File: config.mk
export PLATFORM = sky130hd
export DESIGN_NAME = pc_call_stack
export DESIGN_NICKNAME = d
export VERILOG_FILES = /design/src/rtl/pc_call_stack.sv
export SDC_FILE = /design/constraint.sdc
export NUM_CORES = 1
export LEC_CHECK = 0
export CAP_MARGIN = 5
export CORE_MARGIN = 5
export CORE_UTILIZATION = 55
export CTS_BUF_LIST = sky130_fd_sc_hd__clkbuf_4 sky130_fd_sc_hd__clkbuf_8 sky130_fd_sc_hd__clkbuf_16
export DETAILED_ROUTE_END_ITERATION = 16
export PLACE_DENSITY = 0.84
export SLEW_MARGIN = 40
export SYNTH_ARGS = -nofsm -noshare
export SYNTH_HDL_FRONTEND = slang
export SYNTH_SLANG_ARGS = --single-unit
File: constraint.sdc
create_clock -name CLK -period 4 [get_ports CLK]
set_input_delay 1.2 -clock CLK [delete_from_list [all_inputs] [get_ports CLK]]
set_output_delay 1.2 -clock CLK [all_outputs]
set_load 0.05 [all_outputs]
File: src/rtl/pc_call_stack.sv
// Program counter with a return-address LIFO: increments, jumps PC-relative on BSR
// (pushing pc+1), pops on RET, and freezes completely while HOLD is high.
module pc_call_stack #(
  parameter int unsigned ADDR_W   = 10,
  parameter int unsigned DEPTH    = 8,
  parameter int unsigned RESET_PC = 0
) (
  input  logic                     CLK,
  input  logic                     RESET_n,
  input  logic                     HOLD,
  input  logic                     bsr_det,
  input  logic                     ret_det,
  input  logic [9:0]               relative_jump,
  output logic [ADDR_W-1:0]        pc,
  output logic [$clog2(DEPTH):0]   sp,
  output logic                     stack_full,
  output logic                     stack_empty,
  output logic                     ovf_err,
  output logic                     udf_err,
  output logic                     conf_err
);

  localparam int unsigned IDX_W = $clog2(DEPTH);
  localparam int unsigned SP_W  = IDX_W + 1;

  logic [ADDR_W-1:0] pc_q, pc_d;
  logic [SP_W-1:0]   sp_q, sp_d;
  logic              ovf_q, ovf_d;
  logic              udf_q, udf_d;
  logic              conf_q, conf_d;
  logic [ADDR_W-1:0] stack_q [DEPTH];

  logic [ADDR_W-1:0] pc_inc;
  logic [ADDR_W-1:0] pc_jmp;
  logic [IDX_W-1:0]  wr_idx;
  logic [IDX_W-1:0]  top_idx;
  logic              push_en;
  logic              full;
  logic              empty;

  // Offset is relative to the BSR's own address; the sum wraps at 2^ADDR_W.
  function automatic logic [ADDR_W-1:0] rel_target(input logic [ADDR_W-1:0] base,
                                                   input logic signed [9:0] off);
    logic signed [ADDR_W-1:0] off_ext;
    off_ext = off;
    return base + off_ext;
  endfunction

  assign full    = (sp_q == SP_W'(DEPTH));
  assign empty   = (sp_q == '0);
  assign pc_inc  = pc_q + ADDR_W'(1);
  assign pc_jmp  = rel_target(pc_q, relative_jump);
  assign wr_idx  = sp_q[IDX_W-1:0];
  assign top_idx = IDX_W'(sp_q - SP_W'(1));

  always_comb begin
    pc_d    = pc_q;
    sp_d    = sp_q;
    ovf_d   = ovf_q;
    udf_d   = udf_q;
    conf_d  = conf_q;
    push_en = 1'b0;
    if (!HOLD) begin
      pc_d = pc_inc;
      if (bsr_det && ret_det) begin
        conf_d = 1'b1;
      end else if (bsr_det) begin
        if (!full) begin
          push_en = 1'b1;
          sp_d    = sp_q + SP_W'(1);
          pc_d    = pc_jmp;
        end else begin
          ovf_d = 1'b1;
        end
      end else if (ret_det) begin
        if (!empty) begin
          pc_d = stack_q[top_idx];
          sp_d = sp_q - SP_W'(1);
        end else begin
          udf_d = 1'b1;
        end
      end
    end
  end

  always_ff @(posedge CLK or negedge RESET_n) begin
    if (!RESET_n) begin
      pc_q   <= ADDR_W'(RESET_PC);
      sp_q   <= '0;
      ovf_q  <= 1'b0;
      udf_q  <= 1'b0;
      conf_q <= 1'b0;
    end else begin
      pc_q   <= pc_d;
      sp_q   <= sp_d;
      ovf_q  <= ovf_d;
      udf_q  <= udf_d;
      conf_q <= conf_d;
    end
  end

  // Storage needs no reset: entries above sp are never read.
  always_ff @(posedge CLK) begin
    if (push_en) begin
      stack_q[wr_idx] <= pc_inc;
    end
  end

  assign pc          = pc_q;
  assign sp          = sp_q;
  assign stack_full  = full;
  assign stack_empty = empty;
  assign ovf_err     = ovf_q;
  assign udf_err     = udf_q;
  assign conf_err    = conf_q;

endmodule
==> metrics.txt <==
# TYPE chip_impl_metric gauge
chip_impl_metric{name="io-pin-count",unit=""} 34
chip_impl_metric{name="grt_overflow",unit=""} 0
chip_impl_metric{name="design.die.area",unit="µm²"} 10500
chip_impl_metric{name="final_cell_utilization_of_the_core",unit="%"} 64.8
chip_impl_metric{name="grt_first_pass_wirelength",unit="µm"} 15700
chip_impl_metric{name="placed_cell_count",unit=""} 456
chip_impl_metric{name="netlist_area",unit="µm²"} 4690
chip_impl_metric{name="cts.repair_timing.setup_buffer_count",unit=""} 0
chip_impl_info{name="clock-root-buffer",value="sky130_fd_sc_hd__clkbuf_8"} 1
chip_impl_metric{name="hold_depth",unit=""} 1
chip_impl_metric{name="wl",unit="µm"} 10000
chip_impl_metric{name="timing.final.max_slew_violations",unit=""} 0
chip_impl_metric{name="netlist.area_leader.share",unit="%"} 51.2
chip_impl_metric{name="placement.io_buffers",unit=""} 33
chip_impl_metric{name="timing.slew.headroom",unit="%"} 50.4
chip_impl_metric{name="drt-pass1-iter-count",unit=""} 5
chip_impl_metric{name="drc_errors",unit=""} 0
chip_impl_metric{name="die_height",unit="µm"} 102
chip_impl_metric{name="cts.sinks",unit=""} 97
chip_impl_info{name="status",value="finished clean"} 1
chip_impl_metric{name="area_growth",unit="%"} 14.1
chip_impl_metric{name="floorplan.initialDensity",unit="%"} 56.8
chip_impl_info{name="synth_top_area_cell",value="sky130_fd_sc_hd__edfxtp_1"} 1
chip_impl_metric{name="detail-route-antenna-nets",unit=""} 0
chip_impl_metric{name="floorplan.core_area",unit="µm²"} 8260
chip_impl_info{name="ys.flop_type",value="sky130_fd_sc_hd__edfxtp_1"} 1
chip_impl_metric{name="grt_start_max_net_pins",unit=""} 29
chip_impl_metric{name="diodes",unit=""} 0
chip_impl_metric{name="report.power.total",unit="mW"} 4.09
chip_impl_metric{name="cts_hold_buf",unit=""} 0
chip_impl_metric{name="synth.distinct_cells",unit=""} 52
chip_impl_metric{name="cts-root-to-sink-buffers",unit=""} 2
chip_impl_metric{name="post_layout_nonfiller_instances",unit=""} 472
chip_impl_metric{name="cts.clk_slew.worst_paths",unit="ns"} 0.10
chip_impl_metric{name="min_period_over_period",unit="%"} 80.3
chip_impl_metric{name="routed-via-count",unit=""} 2946
chip_impl_metric{name="drt-vias-per-instance",unit=""} 6.24
chip_impl_metric{name="synth_cells",unit=""} 319
chip_impl_metric{name="synth-warning-count",unit=""} 0
chip_impl_metric{name="crit_path_max_fanout",unit=""} 28
chip_impl_info{name="post_synth_main_area_contributors",value="sky130_fd_sc_hd__edfxtp_1 (51%), sky130_fd_sc_hd__dfrtp_1 (9.1%), sky130_fd_sc_hd__mux4_1 (6.7%)"} 1
chip_impl_metric{name="setup_total_negative_slack",unit="ns"} 0
chip_impl_metric{name="routed_wire_length_per_instance",unit="µm"} 21.2
chip_impl_metric{name="finClkSkew",unit="ns"} 0.0114
chip_impl_metric{name="maxCapViolCount",unit=""} 0
chip_impl_metric{name="finish.net_count",unit=""} 390
chip_impl_metric{name="detailedRoute.firstIterationViolations",unit=""} 204
chip_impl_metric{name="clock.fmax",unit="GHz"} 0.311
chip_impl_info{name="rsz_0062_raised_after_global_routing",value="no"} 1
chip_impl_metric{name="count_of_flip_flops_with_a_built_in_enable_after_synthesis",unit=""} 80
chip_impl_metric{name="timing.final.setup_violations",unit=""} 0
chip_impl_metric{name="ys_seq_area_share",unit="%"} 60.3
chip_impl_info{name="tritoncts",value="built"} 1
chip_impl_metric{name="hold_viol",unit=""} 0
chip_impl_metric{name="vias_in_the_first_global_route",unit=""} 2977
chip_impl_info{name="cp-start-kind",value="flop"} 1
chip_impl_metric{name="power_density",unit="nW/µm²"} 765
chip_impl_metric{name="antenna_violations_before_repair",unit=""} 0
chip_impl_metric{name="async_flop_share",unit="%"} 17.5
chip_impl_metric{name="vdd_drop_max",unit="V"} 0.000376
chip_impl_metric{name="post_route_cells_drive_above_1_share",unit="%"} 13.6
chip_impl_metric{name="synth_nets",unit=""} 347
chip_impl_metric{name="die_w",unit="µm"} 102
chip_impl_metric{name="tritoncts_buffers",unit=""} 9
chip_impl_metric{name="worstPathRequired",unit="ns"} 2.80
chip_impl_info{name="critical_path_class",value="reg2out"} 1
chip_impl_metric{name="syn_area_per_cell",unit="µm²"} 14.7
chip_impl_metric{name="tightestPinTransition",unit="ns"} 0.739
chip_impl_metric{name="dp_hpwl",unit="µm"} 7060
chip_impl_metric{name="crit_arrival",unit="ns"} 2.01
chip_impl_metric{name="rr_worst_depth",unit=""} 7
chip_impl_metric{name="h-tree-depth",unit=""} 3
chip_impl_metric{name="synth-seq-cells",unit=""} 97
chip_impl_metric{name="clk-insertion-delay-late",unit="ns"} 0.36
chip_impl_info{name="min-delay-path-class",value="reg2reg"} 1
chip_impl_info{name="cp-end-kind",value="output port"} 1
chip_impl_metric{name="gr-usage-all-layers",unit="%"} 20.4
chip_impl_metric{name="leakage",unit="nW"} 1.92
chip_impl_metric{name="globalplace.congestion",unit=""} 0.856
chip_impl_metric{name="floorplan.rows",unit=""} 33
chip_impl_metric{name="cts_resized",unit=""} 0
chip_impl_metric{name="min_period",unit="ns"} 3.21
## synth_stat cells, types with 4 or more instances
cell and instances:
sky130_fd_sc_hd__or2_2 5, sky130_fd_sc_hd__nor2_1 17, sky130_fd_sc_hd__a21o_1 5, sky130_fd_sc_hd__clkbuf_1 5
sky130_fd_sc_hd__nor2b_1 4, sky130_fd_sc_hd__mux4_1 12, sky130_fd_sc_hd__xnor2_1 10, sky130_fd_sc_hd__inv_1 8
sky130_fd_sc_hd__o21ai_0 8, sky130_fd_sc_hd__nand2_1 16, sky130_fd_sc_hd__a21oi_1 12, sky130_fd_sc_hd__nand3_1 7
sky130_fd_sc_hd__nor3_1 11, sky130_fd_sc_hd__mux2i_1 9, sky130_fd_sc_hd__mux4_2 8, sky130_fd_sc_hd__ha_1 12
sky130_fd_sc_hd__xor2_1 10, sky130_fd_sc_hd__dfrtp_1 17, sky130_fd_sc_hd__nand4_1 4, sky130_fd_sc_hd__edfxtp_1 80
## kinds of logic (layout without fill, tap and decap cells)
kind of cell    Yosys count  in the layout  synth area share (%)
flops                    97             97                  60.3
mux                      31             31                  13.0
compound gates           58             58                  8.51
xor+xnor                 20             20                  3.73
buf+inv                  21             69                  2.32
fa+ha+maj                13             13                  3.63
simple gates             79             79                  8.59
## stage by stage
step	worst slack (ns)	instance area (µm²)	hold slack (ns)
after global placement	0.705	5170	0.453
after detailed placement	0.664	5170	0.475
final	0.787	5350	0.501
after global routing	0.690	5350	0.515
after floorplan	0.455	4690	0.805
after CTS	0.765	5360	0.498
## registers in the layout, summed over array words and instances (netlist names)
register,cells
ovf_err,1
stack_q,80
pc,10
conf_err,1
sp,4
udf_err,1
## layout make-up
class,instances,area (µm²)
clock inverters,7,65.1
flip-flops and latches,97,2830
multi-input cells,201,1760
clock buffers,9,124
fillers,587,2910
well taps,105,131
inverters,8,30.0
repair buffers,45,410
## layer usage
metal  part of all wire [%]  GRT usage (%)  wire length [µm]
met3                    8.1           4.44               813
met1                     40           25.9              4020
met2                     49           34.9              4940
met5                      0              0                 0
met4                    2.3           6.66               230
## critical path, cell delays in order, from the launching register on
cell and delay (ns):
sky130_fd_sc_hd__dfrtp_1 0.36, sky130_fd_sc_hd__buf_4 0.39, sky130_fd_sc_hd__clkdlybuf4s50_1 0.89
## cells in the final DEF, fill, tap and decap left out, types with 3 or more instances in the layout
cell,instances
sky130_fd_sc_hd__a21oi_1,12
sky130_fd_sc_hd__inv_1,8
sky130_fd_sc_hd__nand2b_1,3
sky130_fd_sc_hd__nand3_1,7
sky130_fd_sc_hd__o21ai_0,8
sky130_fd_sc_hd__o21a_1,3
sky130_fd_sc_hd__o221ai_1,3
sky130_fd_sc_hd__clkbuf_8,9
sky130_fd_sc_hd__nor2b_1,4
sky130_fd_sc_hd__xor2_1,10
sky130_fd_sc_hd__or2_2,5
sky130_fd_sc_hd__mux4_1,12
sky130_fd_sc_hd__nand2_1,16
sky130_fd_sc_hd__nand4_1,4
sky130_fd_sc_hd__mux4_2,8
sky130_fd_sc_hd__nor3_1,11
sky130_fd_sc_hd__xnor2_1,10
sky130_fd_sc_hd__clkdlybuf4s50_1,30
sky130_fd_sc_hd__a211oi_1,3
sky130_fd_sc_hd__mux2i_1,9
sky130_fd_sc_hd__a21o_1,5
sky130_fd_sc_hd__dfrtp_1,17
sky130_fd_sc_hd__nor2_1,17
sky130_fd_sc_hd__o21ai_1,3
sky130_fd_sc_hd__edfxtp_1,80
sky130_fd_sc_hd__buf_4,14
sky130_fd_sc_hd__ha_1,11
## final timing paths
path	start	endpoint	slack, ns
worst max register to register	sp[1]	pc[1]	1.32
max in group asynchronous	RESET_n	pc[8]	2.95
worst min register to register	udf_err	udf_err	0.50
worst min-delay path	udf_err	udf_err	0.50
min in group asynchronous	RESET_n	pc[3]	0.76
worst max-delay path	sp[0]	sp[0]	0.79
## power breakdown
group          switching, mW  total [mW]  internal, mW
combinational           1.17        1.98         0.810
sequential             0.168        1.52          1.35
clock                  0.360       0.598         0.238
total                   1.70        4.09          2.40
(Power assumes the default switching activity.)
